===== src/rtl/fp32_defs.sv =====
// Shared binary32 definitions: field layout, exponent constants, canonical NaN and flag bit positions.
package fp32_defs;

   localparam int EXP_W    = 8;
   localparam int FRAC_W   = 23;
   localparam int MANT_W   = 24;
   localparam int PROD_W   = 48;
   localparam int EXP_BIAS = 127;
   localparam int EXP_MAX  = 255;

   localparam logic [31:0] QNAN_DEF = 32'h7FC0_0000;

   localparam int FLG_INV = 3;
   localparam int FLG_OVF = 2;
   localparam int FLG_UNF = 1;
   localparam int FLG_INX = 0;

   typedef struct packed {
      logic              sign;
      logic [EXP_W-1:0]  exp;
      logic [FRAC_W-1:0] frac;
   } fp32_t;

   function automatic logic [31:0] fp32_pack(input logic sign, input logic [EXP_W-1:0] exp,
                                             input logic [FRAC_W-1:0] frac);
      return {sign, exp, frac};
   endfunction

endpackage


===== src/rtl/fp32_classify.sv =====
// Combinational binary32 operand classifier; denormals are treated as zero.
module fp32_classify
   import fp32_defs::*;
(
   input  logic [31:0] op,
   output logic        is_zero,
   output logic        is_inf,
   output logic        is_nan
);

   fp32_t f;

   assign f       = op;
   assign is_zero = (f.exp == '0);
   assign is_inf  = (f.exp == '1) && (f.frac == '0);
   assign is_nan  = (f.exp == '1) && (f.frac != '0);

endmodule


===== src/rtl/fp_mul_norm_round.sv =====
// Binary32 multiplier back end: classify/normalize, then round/pack, as a two-stage
// valid/ready pipeline that stalls as a whole.
module fp_mul_norm_round
   import fp32_defs::*;
#(
   parameter bit          ROUND_EN = 1'b1,
   parameter logic [31:0] QNAN     = QNAN_DEF
) (
   input  logic        clk,
   input  logic        rst_n,
   input  logic        in_valid,
   output logic        in_ready,
   input  logic [31:0] in_a,
   input  logic [31:0] in_b,
   input  logic [47:0] in_prod,
   output logic        out_valid,
   input  logic        out_ready,
   output logic [31:0] out_result,
   output logic [3:0]  out_flags
);

   function automatic logic round_up(input logic [MANT_W-1:0] mant, input logic guard,
                                     input logic sticky);
      return ROUND_EN && guard && (sticky || mant[0]);
   endfunction

   // Saturating pack: returns {result, flags} for a finite, non-special product.
   function automatic logic [35:0] saturate_pack(input logic sign, input logic signed [9:0] exp,
                                                 input logic [MANT_W-1:0] mant, input logic inexact);
      logic [3:0] flg;
      flg = '0;
      if (exp >= 10'sd255) begin
         flg[FLG_OVF] = 1'b1;
         flg[FLG_INX] = 1'b1;
         return {fp32_pack(sign, 8'hFF, '0), flg};
      end else if (exp <= 10'sd0) begin
         flg[FLG_UNF] = 1'b1;
         flg[FLG_INX] = 1'b1;
         return {fp32_pack(sign, 8'h00, '0), flg};
      end
      flg[FLG_INX] = inexact;
      return {fp32_pack(sign, exp[7:0], mant[FRAC_W-1:0]), flg};
   endfunction

   fp32_t fa, fb;
   logic  a_zero, a_inf, a_nan;
   logic  b_zero, b_inf, b_nan;

   assign fa = in_a;
   assign fb = in_b;

   fp32_classify u_cls_a (.op(in_a), .is_zero(a_zero), .is_inf(a_inf), .is_nan(a_nan));
   fp32_classify u_cls_b (.op(in_b), .is_zero(b_zero), .is_inf(b_inf), .is_nan(b_nan));

   logic               vld_p1, vld_p2;
   logic               adv_p2;

   assign adv_p2    = !vld_p2 || out_ready;
   assign in_ready  = !vld_p1 || adv_p2;
   assign out_valid = vld_p2;

   logic               sign_c;
   logic signed [9:0]  exp_c;
   logic [MANT_W-1:0]  mant_c;
   logic               guard_c, sticky_c;
   logic               spec_c, spec_inv_c;
   logic [31:0]        spec_res_c;

   assign sign_c = fa.sign ^ fb.sign;
   assign exp_c  = $signed({2'b00, fa.exp}) + $signed({2'b00, fb.exp}) - 10'sd127
                   + (in_prod[47] ? 10'sd1 : 10'sd0);

   always_comb begin
      mant_c   = in_prod[46:23];
      guard_c  = in_prod[22];
      sticky_c = |in_prod[21:0];
      if (in_prod[47]) begin
         mant_c   = in_prod[47:24];
         guard_c  = in_prod[23];
         sticky_c = |in_prod[22:0];
      end
   end

   always_comb begin
      spec_c     = 1'b1;
      spec_inv_c = 1'b0;
      spec_res_c = QNAN;
      if (a_nan || b_nan) begin
         spec_res_c = QNAN;
      end else if ((a_inf && b_zero) || (b_inf && a_zero)) begin
         spec_res_c = QNAN;
         spec_inv_c = 1'b1;
      end else if (a_inf || b_inf) begin
         spec_res_c = fp32_pack(sign_c, 8'hFF, '0);
      end else if (a_zero || b_zero) begin
         spec_res_c = fp32_pack(sign_c, 8'h00, '0);
      end else begin
         spec_c = 1'b0;
      end
   end

   // ---- stage 1 boundary: classify + normalize ----
   logic               sign_p1;
   logic signed [9:0]  exp_p1;
   logic [MANT_W-1:0]  mant_p1;
   logic               guard_p1, sticky_p1;
   logic               spec_p1, spec_inv_p1;
   logic [31:0]        spec_res_p1;

   always_ff @(posedge clk or negedge rst_n) begin
      if (!rst_n)        vld_p1 <= 1'b0;
      else if (in_ready) vld_p1 <= in_valid;
   end

   always_ff @(posedge clk) begin
      if (in_ready && in_valid) begin
         sign_p1     <= sign_c;
         exp_p1      <= exp_c;
         mant_p1     <= mant_c;
         guard_p1    <= guard_c;
         sticky_p1   <= sticky_c;
         spec_p1     <= spec_c;
         spec_inv_p1 <= spec_inv_c;
         spec_res_p1 <= spec_res_c;
      end
   end

   logic               up_c;
   logic [MANT_W:0]    mant_inc_c;
   logic [MANT_W-1:0]  mant_r_c;
   logic signed [9:0]  exp_r_c;
   logic [35:0]        pack_c;

   assign up_c       = round_up(mant_p1, guard_p1, sticky_p1);
   assign mant_inc_c = {1'b0, mant_p1} + {{MANT_W{1'b0}}, up_c};
   assign mant_r_c   = mant_inc_c[MANT_W] ? 24'h800000 : mant_inc_c[MANT_W-1:0];
   assign exp_r_c    = exp_p1 + (mant_inc_c[MANT_W] ? 10'sd1 : 10'sd0);

   always_comb begin
      pack_c = saturate_pack(sign_p1, exp_r_c, mant_r_c, guard_p1 | sticky_p1);
      if (spec_p1) pack_c = {spec_res_p1, spec_inv_p1, 3'b000};
   end

   // ---- stage 2 boundary: round + pack ----
   logic [31:0] result_p2;
   logic [3:0]  flags_p2;

   always_ff @(posedge clk or negedge rst_n) begin
      if (!rst_n) begin
         vld_p2    <= 1'b0;
         result_p2 <= '0;
         flags_p2  <= '0;
      end else if (adv_p2) begin
         vld_p2 <= vld_p1;
         if (vld_p1) begin
            result_p2 <= pack_c[35:4];
            flags_p2  <= pack_c[3:0];
         end
      end
   end

   assign out_result = result_p2;
   assign out_flags  = flags_p2;

endmodule


===== config.mk =====
export PLATFORM = sky130hd
export DESIGN_NAME = fp_mul_norm_round
export DESIGN_NICKNAME = d
export VERILOG_FILES = /design/src/rtl/fp32_defs.sv /design/src/rtl/fp32_classify.sv /design/src/rtl/fp_mul_norm_round.sv
export SDC_FILE = /design/constraint.sdc
export NUM_CORES = 1
export LEC_CHECK = 0
export ABC_AREA = 1
export ABC_CLOCK_PERIOD_IN_PS = 4700
export CAP_MARGIN = 20
export CORE_AREA = 10 10 110 112
export CTS_BUF_LIST = sky130_fd_sc_hd__clkbuf_4 sky130_fd_sc_hd__clkbuf_8
export DETAILED_ROUTE_END_ITERATION = 10
export DIE_AREA = 0 0 120 122
export PLACE_DENSITY = 0.84
export SYNTH_ARGS = -nofsm -noshare
export SYNTH_HDL_FRONTEND = slang
export SYNTH_SLANG_ARGS = --single-unit

===== constraint.sdc =====
create_clock -name clk -period 4.7 [get_ports clk]
set_input_delay 0.47 -clock clk [delete_from_list [all_inputs] [get_ports clk]]
set_output_delay 0.47 -clock clk [all_outputs]
set_load 0.01 [all_outputs]

# Word level (Yosys, flattened, before mapping)
# Cells that the tools add are included.
# W data, S select, Z words.
# op_classes
n_bitwise	2
muxes	19
n_eq_ne	2
n_lt_le_gt_ge	2
n_reduce_logical	28
n_addsub	5
# op_table
op	count
$mux W36	4
$mux W32	2
$logic_not A23 Y1	2
$mux W23	2
$reduce_bool A23 Y1	2
$add A24 B1 Y25	1
$reduce_or A23 Y1	1
$reduce_or A22 Y1	1
$add A10 B2 Y10	2
$eq A8 B8 Y1 const B	2
$logic_not A8 Y1	2
$ge A10 B9 Y1 const B	1
$le A10 B1 Y1 const B	1
$mux W1	10
$sub A9 B7 Y10 const B	1
$add A8 B8 Y9	1
$logic_and A1 B1 Y1	8
$logic_or A1 B1 Y1	7
$reduce_or A3 Y1	1
$logic_not A1 Y1	2
$mux W2	1
$reduce_and A2 Y1	1
$reduce_or A2 Y1	1
$or A1 B1 Y1	1
$xor A1 B1 Y1	1
# totals
reg_bits	109
out_inout_bits	38
inputBits	116
wordCells	72

# Depth between registers and ports, before layout
# Gate-level depths: netlist of the first run.
# logic_depth
ltp_word	10
mapped_depth	24
ltp_nobuf	23

# By module
# From an unflattened synthesis of the first run, not the netlist that was laid out.
# unflattened
cells_unflattened	609
area_unflattened_um2	4890.9
# by_module_without_submodules
mod	instances	area_each_um2	cells_each	seq_area_each_um2
fp_mul_norm_round	1	4585.6	539	2212.1
fp32_classify	2	152.6	35	0.0

# Worst setup path after synthesis of the first run
# OpenSTA, ideal clock, no wires.
# synth_path
path_type	reg2reg
startpoint	register sticky_p1
endpoint	register result_p2[11] (netlist: out_result[11])
setup_time_ps	123
t_arrival_ps	2947
path_buffers	1
period_less_slack_ps	3071
path_stages_with_launch	23
path_slack_ps	1629
required_ps	4577
path_cell_list	edfxtp_1 -> o21a_1 -> ha_1 -> ha_1 -> nand3_2 -> nor3_4 -> nand2_1 -> nor3_2 -> nand2_1 -> nor4_1 -> ha_1 -> nand2_2 -> inv_2 -> nand2_1 -> nand2_1 -> nand3_1 -> nor2_1 -> nand3_2 -> nand2_4 -> nor2_8 -> nand2_4 -> buf_8 -> o21ai_2
# synth_between
elab_chain_cells	10
word_cells_on_any_way	13
cone_classes	add/sub: 2; order compare: 2; mux: 7; reduce/logical: 2
# synth_lines
element	line_no	rtl
from (decl)	fp_mul_norm_round.sv:106	logic guard_p1, sticky_p1;
from (signal assigned)	fp_mul_norm_round.sv:121	sticky_p1 <= sticky_c;
$logic_or A1 B1 Y1 (*)	fp_mul_norm_round.sv:24	return ROUND_EN && guard && (sticky || mant[0]);
$logic_and A1 B1 Y1 (*)	fp_mul_norm_round.sv:24	
$add A24 B1 Y25 (*)	fp_mul_norm_round.sv:135	assign mant_inc_c = {1'b0, mant_p1} + {{MANT_W{1'b0}}, up_c};
$mux W1	fp_mul_norm_round.sv:137	assign exp_r_c = exp_p1 + (mant_inc_c[MANT_W] ? 10'sd1 : 10'sd0);
$add A10 B2 Y10	fp_mul_norm_round.sv:137	
$le A10 B1 Y1	fp_mul_norm_round.sv:36	end else if (exp <= 10'sd0) begin
$mux W1	fp_mul_norm_round.sv:36	
$mux W1	fp_mul_norm_round.sv:32	if (exp >= 10'sd255) begin
$mux W36 (*)	fp_mul_norm_round.sv:41	flg[FLG_INX] = inexact;
$mux W36 (*)	fp_mul_norm_round.sv:141	if (spec_p1) pack_c = {spec_res_p1, spec_inv_p1, 3'b000};
to (signal assigned)	fp_mul_norm_round.sv:156	result_p2 <= pack_c[35:4];
to (decl)	fp_mul_norm_round.sv:145	logic [31:0] result_p2;
# Mark *: on every way between the ends. The rest lies on a longest branch, timed or not.
# A chain may end at the register's enable or synchronous reset.

# Worst setup path in the final report of the first run
# layout_path
startpoint	register guard_p1
endpoint	register result_p2[6] (netlist: out_result[6])
# layout_between
elab_chain_cells	9
word_cells_on_any_way	12
cone_classes	add/sub: 2; order compare: 2; mux: 7; reduce/logical: 1
# layout_lines
element	line_no	rtl
from (decl)	fp_mul_norm_round.sv:106	
from (signal assigned)	fp_mul_norm_round.sv:120	guard_p1 <= guard_c;
$logic_and A1 B1 Y1 (*)	fp_mul_norm_round.sv:24	
$add A24 B1 Y25 (*)	fp_mul_norm_round.sv:135	
$mux W1	fp_mul_norm_round.sv:137	
$add A10 B2 Y10	fp_mul_norm_round.sv:137	
$le A10 B1 Y1	fp_mul_norm_round.sv:36	
$mux W1	fp_mul_norm_round.sv:36	
$mux W1	fp_mul_norm_round.sv:32	
$mux W36 (*)	fp_mul_norm_round.sv:41	
$mux W36 (*)	fp_mul_norm_round.sv:141	
# Marked as above.

==> out/summary.md, run 1 <==
The synthesized cell area was 4850 µm². The post-route minimum period was 3650 ps; the area growth from synthesis to layout was 38.8%. The startpoint identified for the worst register-to-register timing path is guard_p1$_DFFE_PP_.

In the final routed layout, each cell accounts on average for 15.4 µm. The startpoint identified for the worst hold timing path is out_result[20]$_DFFE_PN0P_. The critical path's largest stage delay was 380 ps; the smallest hold slack was 486 ps. Summed over all layers, the routed wires come to 13.8 mm.

Counting flops and latches in the post-synthesis netlist gives 80. The startpoint of the worst setup timing path was guard_p1$_DFFE_PP_. The via count of the first global-routing pass was 4,723.

The clock tree synthesis step divided the H-tree into 3 levels. For the largest net degree at the start of global routing, the log shows 43. The cell family contributing the most delay on the critical path is simple AND/OR/NAND/NOR gates. The library cells used most frequently in the layout, excluding fill and tap cells, are nand2_1 (192), clkdlybuf4s50_1 (153), nor2_1 (66). The xor/xnor share of the synthesized area came out at 0.0452.

The total of endpoints with negative setup slack in the final report is 0, and the buffers plus inverters on the worst setup path is 1. Counting every net in the synthesized netlist gives 735. The remaining global-route overflow was 0; the worst-margin pin slew was 644 ps. The tools report the worst path required time as 4970 ps. Adder and majority gate portion of the synthesized area: 0.0558.

Setup repair after global routing left no endpoint under its margin. The endpoint arrival time on the critical path is 3920 ps. Buffers placed on the I/O ports in this run total 153.

The max-slew violation count is 0. The critical path's slowest cell was edfxtp_1. The post-detailed-route count of antenna-violating nets is 0.

The tools report the clock sink total as 80. The run gives 0 as the post-CTS resize count. In this run the power density over the cells is 303 nW/µm². The run gives 0 as the number of antenna violations at the first check in global routing. The switching part of the total works out to 0.304. The die covers 14,600 µm².

Buffers added to address setup during post-CTS repair amount to 0. The congestion estimate from routability-driven global placement came to 0.877. For the number of synthesis warnings, the log shows 0. The cell row count is 37.

The number of DRC markers after the initial detailed-route iteration came out at 235. Fill cells in the final layout number 869. In this run the power spent charging and discharging nets is 622 µW. The share of synthesized area spent on multiplexers is 0, and the TritonCTS buffer count is 9. The first detailed-routing pass took 5 iterations. The wire length of the first global-routing pass is 22.7 mm. The normalized max-slew margin is 0.567, and the width of the die is 120 µm. For the core region area, the log shows 10,000 µm². The repair_antennas step left the layout with diodes totalling 0. For this design the static power due to leakage is 0.00297 µW. The worst hold path class is reg -> reg. Summed over all failing endpoints, the final setup total negative slack is 0 ps. The vias per cell is 5.00, and the fraction of registers with async set or reset after synthesis is 0.475. The critical path capture point type was a flip-flop.

The signal on the critical path passes through o21a_1 -> ha_1 -> ha_1 -> nand3_2 -> nor3_4 -> nand2_1 -> nor3_2 -> nand2_1 -> nor4_1 -> ha_1 -> nand2_2 -> inv_2 -> nand3_2 -> xor2_1 -> nand2_2 -> nor2_8 -> nand2_4 -> o21ai_0. The proportion of layout cells with a drive suffix above 1 came out at 0.0710. The element type at the critical path start is a flip-flop.

The final layout contains 893 nets. After detailed routing, the number of remaining DRC violations is 0. The power share of the sequential group came out at 0.454. The tools report the buffer type at the clock tree root as clkbuf_8. The fraction of power consumed by the clock network was 0.251. IR analysis of the VDD net gives a maximum drop of 0.158 mV. Cell with the most instances on the worst path: ha_1. The leading cell type in the layout, fill and taps excluded was nand2_1.

Derived from the worst setup path, the maximum achievable clock frequency is 274 MHz. The final route contains 4,486 vias. The share of total power in combinational logic came out at 0.295.

The area of placed instances is 6530 µm², and the clock insertion delay at the later pin of the skew report is 360 ps. The highest fanout seen on the critical path is 19. TritonCTS built the clock tree.

The largest family of logic cells by synthesized area was simple AND/OR/NAND/NOR gates. The sequential share of the synthesized area was 0.456. Across the run, the number of max-cap violations was 0.

In this run the deepest clock path goes through 2 buffers. The logs give 0.483 for the starting utilization of the core area and 2210 µm² for the sequential cell area in the final layout. Buffers inserted to repair hold after CTS numbered 0. The share of the cycle needed by the critical path after routing is 0.777. Number of failing hold endpoints at the final stage: 0. The critical path in this run is classified as reg -> reg.

The detailed-placement wirelength estimate is 11.7 mm, and the clock-pin transition on the worst setup and hold timing paths is 80 ps. During I/O placement, the number of pins put on the boundary was 154. Between clock sinks in the finished design, the worst skew comes to 13.6 ps. The run gives 39 as the count of cell types in the netlist.

The global-route usage over all layers is 0.190, and the share of the synthesized area in compound gates (AO/OA/AOI/OAI) is 0.0607. The synthesized design contains 42 enable-type register cells. After routing the design area is 6730 µm². The fraction of the mapped netlist area in simple logic gates came out at 0.324.

The height of the die was 122 µm. The internal portion of the total power is 1420 µW. Area used by multi-input combinational logic: 2350 µm². In the synthesized netlist the dominant register cell turns out to be edfxtp_1.

After technology mapping, the gate count stands at 598. The flow ran to the end, and the final reports show no timing, DRC or antenna violations. A synthesized cell averages 8.11 µm².
[final timing paths]
| kind | endpoint | slack [ps] | depth (start not counted) |
|---|---|---|---|
| min in group asynchronous | out_result[27]$_DFFE_PN0P_ | 510 | 2 |
| hold reg to reg | out_result[20]$_DFFE_PN0P_ | 490 | 2 |
| hold / removal | out_result[20]$_DFFE_PN0P_ | 490 | 2 |
| setup / recovery | out_result[6]$_DFFE_PN0P_ | 1050 | 18 |
| max in group asynchronous | out_result[15]$_DFFE_PN0P_ | 3850 | 2 |
| setup reg to reg | out_result[6]$_DFFE_PN0P_ | 1050 | 18 |
[synthesized netlist by cell type (11+ instances only)]
library cell / number / area (µm²)
a21oi_1: 11 / 55.1
dfrtp_1: 38 / 951
edfxtp_1: 42 / 1260
ha_1: 20 / 250
inv_1: 54 / 203
nand2_1: 192 / 721
nand3_1: 36 / 180
nand4_1: 15 / 93.8
nor2_1: 66 / 248
nor3_1: 12 / 60.1
o21ai_0: 18 / 90.1
xor2_1: 15 / 131
[routing by layer]
metal,global-route usage,vias to the layer above,share of wire
met4,0.0701,0,0.018
li1,-,2278,-
met2,0.322,174,0.48
met1,0.215,2016,0.41
met3,0.0698,18,0.096
met5,0,-,0
[worst reg2reg max path, cell delays in order, from the launching register on]
cell and delay, ps:
edfxtp_1 380, o21a_1 130, ha_1 160, ha_1 210, nand3_2 130, nor3_4 200, nand2_1 150, nor3_2 190
nand2_1 130, nor4_1 300, ha_1 260, nand2_2 90, inv_2 80, nand3_2 80, xor2_1 270, nand2_2 160
nor2_8 220, nand2_4 190, o21ai_0 220
[area by class of cell]
class                      instances  area share
sequential                        80       0.329
multi-input combinational        448       0.350
clock inverter                     6     0.00985
inverter                          59      0.0329
clock buffer                      10      0.0204
timing repair buffer             158       0.233
tap                              136      0.0253
[power groups by stage]
stage          combinational (µW)  clock (µW)  sequential [µW]
3_5_place_dp                  606           0              941
2_1_floorplan                 264           0              955
6_report                      602         513              927
5_1_grt                       665         556              943
3_3_place_gp                  593           0              936
4_1_cts                       609         524              928
[cells by family after synthesis]
group,Yosys count
adder cells (fa/ha/maj),21
XOR/XNOR,25
AO/OA/AOI/OAI,48
buffers and inverters,70
flip-flops,80
AND/OR/NAND/NOR,354
[flip-flops by register name (all words and copies together), names as in the netlist]
signal	flops
exp_p1	10
guard_p1	1
mant_p1	24
out_flags	4
out_result	32
out_valid	1
sign_p1	1
spec_inv_p1	1
spec_p1	1
spec_res_p1	3
sticky_p1	1
vld_p1	1
[metrics by stage]
stage	utilization	power [µW]	std cells	setup slack, ps
after floorplan	-	1220	598	1630
after global placement	0.650	1530	881	1290
after detailed placement	0.650	1550	881	1090
after CTS	0.670	2060	897	1030
after global routing	0.670	2160	897	626
final	0.670	2040	897	1050
No activity file was read; power rests on OpenSTA's default activity.
==> inputs of run 2 (changes only) <==
ABC_CLOCK_PERIOD_IN_PS = 3300   (was 4700)
CORE_AREA = 10 10 116 118   (was 10 10 110 112)
DIE_AREA = 0 0 126 128   (was 0 0 120 122)
PLACE_DENSITY = 0.79   (was 0.84)
clock period = 3.3 ns   (was 4.7 ns; I/O delays follow)
==> run 2 against run 1 <==
Critical path depth rose by 4. Die area grew 10%. Clock power is 25% higher. Sequential cell count stayed put. Final cell count is 1.8% higher. Critical path type unchanged. Largest cell class unchanged. Highest routed layer unchanged.
==> out/summary.md, run 2 (synthesized netlist as in run 1, its figures left out) <==
The post-route minimum period was 3130 ps (-520 ps); the number of antenna violations at the first check in global routing was 0 (unchanged). The final-stage net count was 902 (+1.0%). The max-capacitance violation count is 0 (unchanged), and the final weighted congestion of routability-driven global placement is 0.848 (-3.4%). The tools report the post-detailed-route count of antenna-violating nets as 0 (unchanged).

The total internal power is 2000 µW (+40%), and the length of the first detailed-routing pass in iterations is 4 (-1). The critical path capture point type was a flip-flop. The worst-case vdd ir drop was 0.203 mV (+28%). The maximum clock frequency is 319 MHz (+17%).

In this run the clock root is driven by a clkbuf_8. The total of endpoints with negative setup slack in the final report was 0 (unchanged). The standby leakage power came out at 0.00304 µW (+2.5%). The worst hold path belongs to the class in -> async.

The endpoint arrival time on the critical path was 3370 ps (-550 ps). The tools report the smallest hold slack as 48.0 ps (-438 ps). Largest net degree at the start of global routing: 43 (unchanged). The final sum of negative setup slack is 0 ps (unchanged), and the number of failing hold endpoints at the final stage is 0 (unchanged). The height of the die is 128 µm (+4.9%).

The capture instance of the worst register-to-register path was out_result[8]$_DFFE_PN0P_. The tools report the detailed-placement wirelength estimate as 11.6 mm (-1.0%). The power density over the cells is 413 nW/µm² (+36%).

The worst path required time was 3540 ps (-1430 ps); the cell row count was 39 (+5.4%). For the worst setup slack for register-to-register paths, the log shows 170 ps (-880 ps). The share of total power in combinational logic came out at 0.317 (+0.022). Leaving out fill and tap cells, the most frequent cells in the layout are nand2_1 (177), clkdlybuf4s50_1 (152), nor2_1 (61). The number of filler instances in the final layout was 1,007 (+16%); the sum of internal, switching and leakage power was 2880 µW (+41%).

The setup path with the least slack is of type reg -> reg. The logs give 0 (unchanged) for the final routed DRC violation total and 0.166 (-0.0234) for the global-route usage over all layers. Number of port buffers: 153 (unchanged). The vias per cell was 4.98 (-0.50%); the number of flip-flops in the largest register was 32 (unchanged). The worst register-to-register path begins at sticky_p1$_DFFE_PP_. The count of vias placed by the detailed router is 4,543 (+1.3%).

The core region area is 11,200 µm² (+12%), and the worst reg-to-reg path cell count is 22 (+4). The power share of the sequential group came out at 0.460 (+0.006). The width of the die works out to 126 µm (+5.0%). Count of boundary I/O pins: 154 (unchanged). Area enclosed by the die boundary: 16,100 µm² (+10%). The normalized max-slew margin came out at 0.460 (-0.107).

The average wire per standard cell was 15.1 µm (-1.7%); the via count of the first global-routing pass was 4,562 (-3.4%). STA classifies the critical path startpoint as a flip-flop. Clock insertion delay at the later pin of the skew report: 360 ps (about the same).

TritonCTS built the clock tree. The run gives 0.622 (-0.0479) as the post-route core utilization. The tools report the fraction of power consumed by the clock network as 0.223 (-0.028). Setup repair after global routing could not meet its margin everywhere.

Worst-margin pin slew: 810 ps (+166 ps). The tools report the switching component of the power as 886 µW (+42%). For the number of DRC markers after the initial detailed-route iteration, the log shows 289 (+23%). Proportion of layout cells with a drive suffix above 1: 0.131 (+0.0602). For the clock sink total, the log shows 80 (unchanged). The run finished with clean final reports. The logs give 2 (unchanged) for the maximum number of buffers from clock root to sink and 0.432 (-0.0506) for the starting utilization of the core area. The max-slew violation count is 0 (unchanged). The area growth from synthesis to layout is 44.0%. The logs give 7.92 ps (-5.67 ps) for the setup skew after layout and 3 (unchanged) for the depth of the CTS H-tree. Share of the cycle needed by the critical path after routing: 0.949 (+0.172).

The number of diodes is 0 (unchanged), and the highest fanout seen on the critical path is 10 (-9). The TritonCTS buffer count was 9 (unchanged); the switching part of the total was 0.307 (+0.00296). The run gives 13.8 mm (about the same) as the wire length after detailed routing.

The remaining global-route overflow was 0 (unchanged); the wire length of the first global-routing pass was 22.1 mm (-2.9%). Leaving out fill and tap cells, the most frequent cell in the layout is nand2_1. The clock-pin transition on the worst setup and hold timing paths was 80 ps (about the same).
run 2: critical path, cell delays in order (launching register included):
cell and delay (ps):
edfxtp_1 360, o21a_1 140, ha_2 200, ha_4 150
nand3_4 90, nor3_4 140, nand2_2 90, nor3_4 150
nand2_2 100, nor4_4 200, ha_2 260, nand2_4 90
inv_4 80, nand2_2 60, nand2_1 90, nand3_2 80
nor2_1 130, nand3_2 130, nand2_4 110, nor2_8 40
buf_12 140, nand2_8 100, o21ai_1 70
run 2: layout make-up:
type                            instances  area, µm²  area share
Multi-Input combinational cell        449       2550       0.366
Sequential cell                        80       2210       0.317
Timing Repair Buffer                  166       1640       0.234
Inverter                               59        224      0.0321
Tap cell                              143        179      0.0256
Clock buffer                           12        159      0.0228
Clock inverter                          4       18.8     0.00269
run 2: per-stage QoR:
stage               worst slack, ps  cells  cell area [µm²]
global placement               22.6    890             6550
finish                          170    913             6980
CTS                            25.2    906             6750
detailed placement             -146    890             6550
global route                  -88.1    913             6980
floorplan                       229    598             4850
run 2: timing repair:
action	4_1_cts	5_1_grt
cloned	0	1
hold buffers	0	0
resized for setup	3	55
buffers inserted	0	6
endpoints found under the setup margin	26	34
pin swaps	0	7
run 2: worst max path at each step:
stage | start | end | slack [ps]
after floorplan | sticky_p1$_DFFE_PP_ | out_result[11]$_DFFE_PN0P_ | 230
final | sticky_p1$_DFFE_PP_ | out_result[8]$_DFFE_PN0P_ | 170
after CTS | sticky_p1$_DFFE_PP_ | out_result[4]$_DFFE_PN0P_ | 30
after detailed placement | sticky_p1$_DFFE_PP_ | out_result[4]$_DFFE_PN0P_ | -150
after global routing | sticky_p1$_DFFE_PP_ | out_result[28]$_DFFE_PN0P_ | -90
after global placement | sticky_p1$_DFFE_PP_ | out_result[8]$_DFFE_PN0P_ | 20
run 2: power groups by stage:
stage                     clock network [µW]  registers, µW  logic [µW]
after floorplan                            0           1360         377
after global placement                     0           1340         847
after detailed placement                   0           1340         863
after CTS                                663           1320         872
after global routing                     712           1350        1010
final                                    643           1330         913
run 2: layer usage:
metal	track usage	share of wire	up-vias	routed length [µm]
met5	0	0	-	0
met3	0.0761	0.10	13	1410
met4	0.0482	0.013	0	178
met1	0.196	0.43	2063	5880
li1	-	-	2302	-
met2	0.266	0.46	165	6350
